[config.mk]
export PLATFORM = sky130hd
export DESIGN_NAME = ixc_assign_pipe
export DESIGN_NICKNAME = d
export VERILOG_FILES = /design/src/rtl/ixc_assign_pkg.sv /design/src/rtl/ixc_assign_slice.sv /design/src/rtl/ixc_assign_pipe.sv
export SDC_FILE = /design/constraint.sdc
export NUM_CORES = 1
export LEC_CHECK = 0
export BUFFER_PORTS_ARGS = -buffer_cell sky130_fd_sc_hd__buf_2
export CAP_MARGIN = 20
export CORE_UTILIZATION = 32
export CTS_CLUSTER_SIZE = 12
export DETAILED_ROUTE_END_ITERATION = 7
export SETUP_SLACK_MARGIN = 0.15
export SYNTH_ARGS = -nofsm -noshare
export SYNTH_HDL_FRONTEND = slang
export SYNTH_SLANG_ARGS = --single-unit
[constraint.sdc]
create_clock -name clk -period 1.45 [get_ports clk]
set_input_delay 0.29 -clock clk [delete_from_list [all_inputs] [get_ports clk]]
set_output_delay 0.29 -clock clk [all_outputs]
set_load 0.02 [all_outputs]
[src/rtl/ixc_assign_pkg.sv]
`timescale 1ns/1ps
// ixc_assign_pkg: shared constants and helpers for the ixc_assign_pipe slice.
// Optional build macro used by the files that import this package:
//   IXC_ASSIGN_PARITY_EN - adds a per-slice parity bit and a sticky parity_err output.
package ixc_assign_pkg;

    // Legal parameter ranges for the pipeline.
    localparam int WIDTH_MIN  = 1;
    localparam int WIDTH_MAX  = 1024;
    localparam int STAGES_MIN = 1;
    localparam int STAGES_MAX = 8;

    // Width of the occupancy counter: it must be able to hold the value STAGES.
    function automatic int occ_w(input int stages);
        return $clog2(stages + 1);
    endfunction

    // True when WIDTH and STAGES fall inside the supported ranges.
    function automatic bit params_ok(input int width, input int stages);
        return (width >= WIDTH_MIN) && (width <= WIDTH_MAX) &&
               (stages >= STAGES_MIN) && (stages <= STAGES_MAX);
    endfunction

endpackage

[src/rtl/ixc_assign_slice.sv]
`timescale 1ns/1ps
// ixc_assign_slice: one elastic register slice (valid + data, optional parity).
// Loads from its source whenever load (the downstream ready) is high; the data
// register only changes when the incoming word is valid, so bubbles do not
// toggle it. Flush and reset return the slice to empty with RST_DATA.
// Optional build macro: IXC_ASSIGN_PARITY_EN adds the parity bit.
module ixc_assign_slice
    import ixc_assign_pkg::*;
#(
    parameter int               WIDTH    = 17,
    parameter logic [WIDTH-1:0] RST_DATA = '0
) (
    input  logic             clk,
    input  logic             rst_n,
    input  logic             flush,
    input  logic             load,
    input  logic             src_valid,
    input  logic [WIDTH-1:0] src_data,
`ifdef IXC_ASSIGN_PARITY_EN
    input  logic             src_par,
    output logic             par_q,
`endif
    output logic             valid_d,
    output logic             valid_q,
    output logic [WIDTH-1:0] data_q
);

    // The slice state; the data width is a module parameter, so the type is
    // declared here rather than in the shared package.
    typedef struct packed {
        logic             valid;
        logic [WIDTH-1:0] data;
`ifdef IXC_ASSIGN_PARITY_EN
        logic             parity;
`endif
    } slice_t;

    slice_t q;

    // Next valid state; also consumed by the top-level occupancy count.
    always_comb begin
        valid_d = q.valid;
        if (flush) begin
            valid_d = 1'b0;
        end else if (load) begin
            valid_d = src_valid;
        end
    end

    // Slice register: flush wins, then load; data moves only with a valid word.
    always_ff @(posedge clk or negedge rst_n) begin
        if (!rst_n) begin
            q.valid <= 1'b0;
            q.data  <= RST_DATA;
`ifdef IXC_ASSIGN_PARITY_EN
            q.parity <= ^RST_DATA;
`endif
        end else if (flush) begin
            q.valid <= 1'b0;
            q.data  <= RST_DATA;
`ifdef IXC_ASSIGN_PARITY_EN
            q.parity <= ^RST_DATA;
`endif
        end else begin
            q.valid <= valid_d;
            if (load && src_valid) begin
                q.data <= src_data;
`ifdef IXC_ASSIGN_PARITY_EN
                q.parity <= src_par;
`endif
            end
        end
    end

    assign valid_q = q.valid;
    assign data_q  = q.data;
`ifdef IXC_ASSIGN_PARITY_EN
    assign par_q   = q.parity;
`endif

endmodule

[src/rtl/ixc_assign_pipe.sv]
`timescale 1ns/1ps
// ixc_assign_pipe: WIDTH-bit bus carried from R to L through STAGES elastic
// register slices with full throughput and backpressure.
// Handshake: a word moves on an edge where valid and ready are both high; a
// source holding valid without ready must keep valid asserted until accepted
// (flush is the only exception). The out_ready -> in_ready path is a purely
// combinational ready chain, deliberately not registered.
// Optional build macro: IXC_ASSIGN_PARITY_EN adds inj_par / parity_err.
module ixc_assign_pipe
    import ixc_assign_pkg::*;
#(
    parameter int               WIDTH    = 17,
    parameter int               STAGES   = 2,
    parameter logic [WIDTH-1:0] RST_DATA = '0
) (
    input  logic                        clk,
    input  logic                        rst_n,
    input  logic                        flush,
    input  logic                        in_valid,
    output logic                        in_ready,
    input  logic [WIDTH-1:0]            R,
    output logic                        out_valid,
    input  logic                        out_ready,
    output logic [WIDTH-1:0]            L,
    output logic [occ_w(STAGES)-1:0]    occupancy
`ifdef IXC_ASSIGN_PARITY_EN
    ,
    input  logic                        inj_par,
    output logic                        parity_err
`endif
);

    localparam int OCC_W     = occ_w(STAGES);
    localparam bit PARAMS_OK = params_ok(WIDTH, STAGES);

    logic [STAGES:0]   rdy;
    logic [STAGES-1:0] valid_q;
    logic [STAGES-1:0] valid_d;
    logic [WIDTH-1:0]  data_q [STAGES];
    logic [OCC_W-1:0]  occ_d;
    logic [OCC_W-1:0]  occ_q;
`ifdef IXC_ASSIGN_PARITY_EN
    logic [STAGES-1:0] par_q;
`endif

    // Ready chain: a slice can load when it is empty or its successor loads.
    always_comb begin
        rdy         = '0;
        rdy[STAGES] = out_ready;
        for (int i = STAGES - 1; i >= 0; i--) begin
            rdy[i] = ~valid_q[i] | rdy[i+1];
        end
    end

    for (genvar i = 0; i < STAGES; i++) begin : g_slice
        logic             src_valid;
        logic [WIDTH-1:0] src_data;
`ifdef IXC_ASSIGN_PARITY_EN
        logic             src_par;
`endif
        if (i == 0) begin : g_head
            assign src_valid = in_valid & ~flush;
            assign src_data  = R;
`ifdef IXC_ASSIGN_PARITY_EN
            assign src_par   = (^R) ^ inj_par;
`endif
        end else begin : g_body
            assign src_valid = valid_q[i-1];
            assign src_data  = data_q[i-1];
`ifdef IXC_ASSIGN_PARITY_EN
            assign src_par   = par_q[i-1];
`endif
        end

        ixc_assign_slice #(
            .WIDTH    (WIDTH),
            .RST_DATA (RST_DATA)
        ) u_slice (
            .clk       (clk),
            .rst_n     (rst_n),
            .flush     (flush),
            .load      (rdy[i]),
            .src_valid (src_valid),
            .src_data  (src_data),
`ifdef IXC_ASSIGN_PARITY_EN
            .src_par   (src_par),
            .par_q     (par_q[i]),
`endif
            .valid_d   (valid_d[i]),
            .valid_q   (valid_q[i]),
            .data_q    (data_q[i])
        );
    end

    assign in_ready  = rdy[0] & ~flush;
    assign out_valid = valid_q[STAGES-1] & ~flush;
    assign L         = data_q[STAGES-1];

    // Popcount of the next valid vector, so occupancy moves with valid_q.
    always_comb begin
        occ_d = '0;
        for (int i = 0; i < STAGES; i++) begin
            occ_d = occ_d + OCC_W'(valid_d[i]);
        end
    end

    // Occupancy register.
    always_ff @(posedge clk or negedge rst_n) begin
        if (!rst_n) begin
            occ_q <= '0;
        end else begin
            occ_q <= occ_d;
        end
    end

    assign occupancy = occ_q;

`ifdef IXC_ASSIGN_PARITY_EN
    // Sticky parity error: recompute parity on L while a word is presented.
    always_ff @(posedge clk or negedge rst_n) begin
        if (!rst_n) begin
            parity_err <= 1'b0;
        end else if (flush) begin
            parity_err <= 1'b0;
        end else if (out_valid && ((^L) != par_q[STAGES-1])) begin
            parity_err <= 1'b1;
        end
    end
`endif

    // Parameters must sit inside the supported ranges.
    a_params : assert property (@(posedge clk) PARAMS_OK);

    // A word offered but not accepted must stay offered, unless flushed.
    a_hold_valid : assert property (@(posedge clk) disable iff (!rst_n)
        (in_valid && !in_ready && !flush) |=> in_valid);

endmodule
# --- Word-level counts from Yosys, hierarchy flattened ---
# Cells that the tools add are included.
op_classes:
  addsub: 1
  mul: 0
  div: 0
  order_cmp: 0
  eq_ne: 0
  n_shift: 0
  muxes: 8
  bitwise_logic: 8
  reduce_logical: 4
op_table:
  columns: ["operator", "n"]
  rows:
  - ["18-bit 2-to-1 mux", 2]
  - ["17-bit 2-to-1 mux", 2]
  - ["1-bit 2-to-1 mux", 4]
  - ["2-bit nonzero test", 2]
  - ["1-bit bitwise AND", 3]
  - ["1-bit inverter", 3]
  - ["1-bit by 1-bit adder with 2-bit output", 1]
  - ["1-bit logical AND", 2]
  - ["1-bit bitwise OR", 2]
word_totals:
  regBits: 38
  latch_bits: 0
  ram_bits: 0
  rom_bits: 0
  in_bits: 22
  wordCells: 26
  n_memories: 0

# --- Longest topological paths before layout ---
logic_depth:
  ltp_word: 6
  ltp_mapped: 6

# --- Hierarchy ---
# A second synthesis with hierarchy kept.
hier_totals:
  hier_cells: 170
  area_unflattened_um2: 1994.4
by_module_without_submodules:
  columns: ["mod", "n_inst", "cells_per_inst", "area_each_um2", "seq_area_each_um2"]
  rows:
  - ["ixc_assign_slice", 2, 81, 938.4, 450.4]
  - ["ixc_assign_pipe", 1, 8, 117.6, 50.0]

# --- Least setup slack after synthesis ---
# Ideal clock, no wire load.
synth_timing:
  path_type: "register to output"
  startpoint: "register g_slice[1].u_slice.q (netlist bit g_slice[1].u_slice.valid_q)"
  endpoint: "output port in_ready"
  t_arrival_ns: 1.189
  path_slack_ns: -0.029
  stages_incl_launch_ff: 5
  n_path_buf: 2
  path_cell_list: "dfrtp_1 nor2b_1 clkbuf_2 buf_4 a21oi_1"
synth_via:
  elab_chain_cells: 4
synth_rtl:
  columns: ["item", "line_no", "source"]
  rows:
  - ["from (decl)", "ixc_assign_slice.sv:38", "slice_t q;"]
  - ["1-bit inverter", "ixc_assign_pipe.sv:51", "rdy[i] = ~valid_q[i] | rdy[i+1];"]
  - ["1-bit bitwise OR (2 in a row)", "ixc_assign_pipe.sv:51", null]
  - ["1-bit bitwise AND", "ixc_assign_pipe.sv:95", "assign in_ready = rdy[0] & ~flush;"]
  - ["to (decl)", "ixc_assign_pipe.sv:20", "output logic in_ready,"]
# Every way passes these cells.

# --- Final worst setup path ---
# Same ends and word-level chain as after synthesis.

==> run metrics <==
post-synth top area cell=dfrtp_1; top area cells in the synthesized netlist=dfrtp_1 56%, mux2_4 8.8%, nor2b_1 7.0%; Core Util, Final=43.5%; Ant. Diodes=0; commonest cells after routing, fill and taps aside=40 x buf_2, 38 x dfrtp_1, 19 x a21oi_1; R2R setup slack=-10 ps; crit path cell chain=nor2b_4 > buf_6 > a21oi_2 > buf_4; syn_nets=171; 1st-pass router iterations=4; Netlist cell types=19; Vias=1273; total CTS buffers=5; post-route setup slack=-18.3 ps; slew margin rel.=68.3%; gr usage total=14.5%; Ports=43; Logic pwr share=15.4%; Switching Fraction=25.2%; Initial Util=33.3%; Clock Latency Late Sink=290 ps; total power=2.16 mW; setup violators final=10; largest net degree at the start of global routing=39; number of DRC markers in iteration 0=73; number of H-tree levels=2; Syn Std Cell Area=1710 um^2; Synth top area share=55.6%; crit path time final=1470 ps; VDD IR max=0.000350 V; WL final=3840 um; Synth Area per Inst=11.5 um^2; antenna violations before repair=0; Seq/Total Area, Yosys=55.6%; PwrDens=964 nW/um^2; Int Pwr=1.61 mW; share of the clock period used by the worst path=101%; Crit Path Max Fanout=2; sw power=0.544 mW; CTS tree=built; DRC viols=0; Layout area overhead=30.8%; RSZ-0062 raised after global routing=true; Seq cells post-synth=38; Die Wd=75.1 um; vias per std cell=4.73; final hold vios=0; full die area=5640 um^2; LEAKAGE=1.11 nW; WHS=35.7 ps; Gate Count Post-Synth=148; clk slew on worst S/H paths=70 ps; layout cells sized above 1=45.2%; hpwl dp=2520 um; PortBufs=42; DP Worst Slack=92.4 ps; final instance area=2240 um^2; grt ovf=0; nature of the critical path endpoint=output port; worst hold path class=input pin to asynchronous set/reset pin; clk buf depth=2; synth warn=0; required time worst endpoint=1160 ps; failing checks=negative setup slack; Clock Skew=5.88 ps; reg2reg start=g_slice[1].u_slice.valid_q$_DFF_PN0_; Worst Setup Start Kind=flip-flop; Row Count=26; Worst-Margin Slew=475 ps; Crit Path Category=flip-flop to output port; Routability Congestion=0.696; maximum achievable frequency=0.681 GHz; CP Launch Point=g_slice[1].u_slice.valid_q$_DFF_PN0_; Final Max Slew Viols=0; Area after DPL=2030 um^2; Core Area=5140 um^2; commonest non-fill, non-tap cell in the layout=buf_2; vias in the first global route=1227; CTS Sinks=38; max incr delay on CP=400 ps; nets=222; first-pass GRT wire length=5970 um; antenna viol nets, final=0; CP arrival=1180 ps; outcome=finished, violations left; root buf cell=clkbuf_8; Clk network pwr share=31.4%; sequential share of power=53.2%; Critical-path top delay cell=dfrtp_1; chip height=75.1 um; # Max-Cap Violations=0; number of fill cells=545; wire per inst=14.3 um
## cells in the mapped netlist
master,instances
a21oi_1,21
buf_1,2
buf_12,1
buf_2,5
buf_4,1
clkbuf_1,3
clkbuf_2,1
dfrtp_1,38
ha_1,1
inv_2,1
mux2_2,7
mux2_4,10
nand2b_4,1
nand3_1,17
nor2_1,1
nor2b_1,19
nor2b_2,1
o21ai_0,17
o21ai_4,1
## flip-flops by register name, summed over array words and instances (netlist names)
register	cells
g_slice.u_slice.data_q	34
occupancy	2
g_slice.u_slice.valid_q	2
## worst max-delay path: cells and delay by family (launching register included)
| kind | cells | cell delay (ps) |
|---|---|---|
| AOI/OAI and AO/OA | 1 | 100 |
| buffers and inverters | 2 | 260 |
| DFF | 1 | 400 |
| and+or+nand+nor | 1 | 130 |
## power by group through the flow
| stage | combinational, mW | clock, mW | sequential [mW] |
|---|---|---|---|
| final | 0.333 | 0.677 | 1.15 |
| after floorplan | 0.162 | 0 | 1.18 |
| after detailed placement | 0.292 | 0 | 1.16 |
| after global routing | 0.360 | 0.728 | 1.15 |
| after CTS | 0.316 | 0.696 | 1.14 |
| after global placement | 0.291 | 0 | 1.17 |
## per-stage QoR
stage               instances  setup TNS, ps
CTS                       267          -16.9
global route              269           -623
detailed placement        258              0
finish                    269           -108
global placement          258              0
floorplan                 148              0
## logic make-up after synthesis
group	Yosys count	synth area share, %
AO/OA/AOI/OAI	39	12.1
adder cells (fa/ha/maj)	1	0.732
buffers and inverters	14	4.68
flip-flops	38	55.6
multiplexers	17	13.4
AND/OR/NAND/NOR	39	13.5
## path summary, 6_finish.rpt
check	endpoint	cells after the start
min in group clk	g_slice[0].u_slice.data_q[13]$_DFFE_PN0P_	2
worst min-delay path	g_slice[1].u_slice.data_q[5]$_DFFE_PN0P_	2
worst max-delay path	in_ready	4
worst min register to register	g_slice[1].u_slice.data_q[6]$_DFFE_PN0P_	2
max in group asynchronous	g_slice[0].u_slice.data_q[8]$_DFFE_PN0P_	2
worst max register to register	g_slice[0].u_slice.data_q[7]$_DFFE_PN0P_	6
## layer usage
| layer | vias up | global-route usage (%) | wire [um] |
|---|---|---|---|
| li1 | 613 | - | - |
| met1 | 629 | 19.9 | 1740 |
| met2 | 24 | 21.3 | 1870 |
| met3 | 7 | 2.68 | 150 |
| met4 | 0 | 8.81 | 80 |
| met5 | - | 0 | 0 |
## final cells by class
type / instances / area (um^2) / share of cell area [%]
clock buffers: 7 / 76.3 / 3.41
inverters: 1 / 3.75 / 0.168
repair buffers: 57 / 380 / 17.0
well taps: 70 / 87.6 / 3.92
multi-input cells: 96 / 737 / 33.0
flip-flops and latches: 38 / 951 / 42.5
## what timing repair did
action,in CTS,in global routing
pin swaps,2,1
endpoints found under the hold margin,0,0
hold buffers,0,0
cloned,0,1
buffers inserted,2,1
resized for setup,14,15
setup endpoints to repair,3,27
Power figures use the tool's default switching activity.
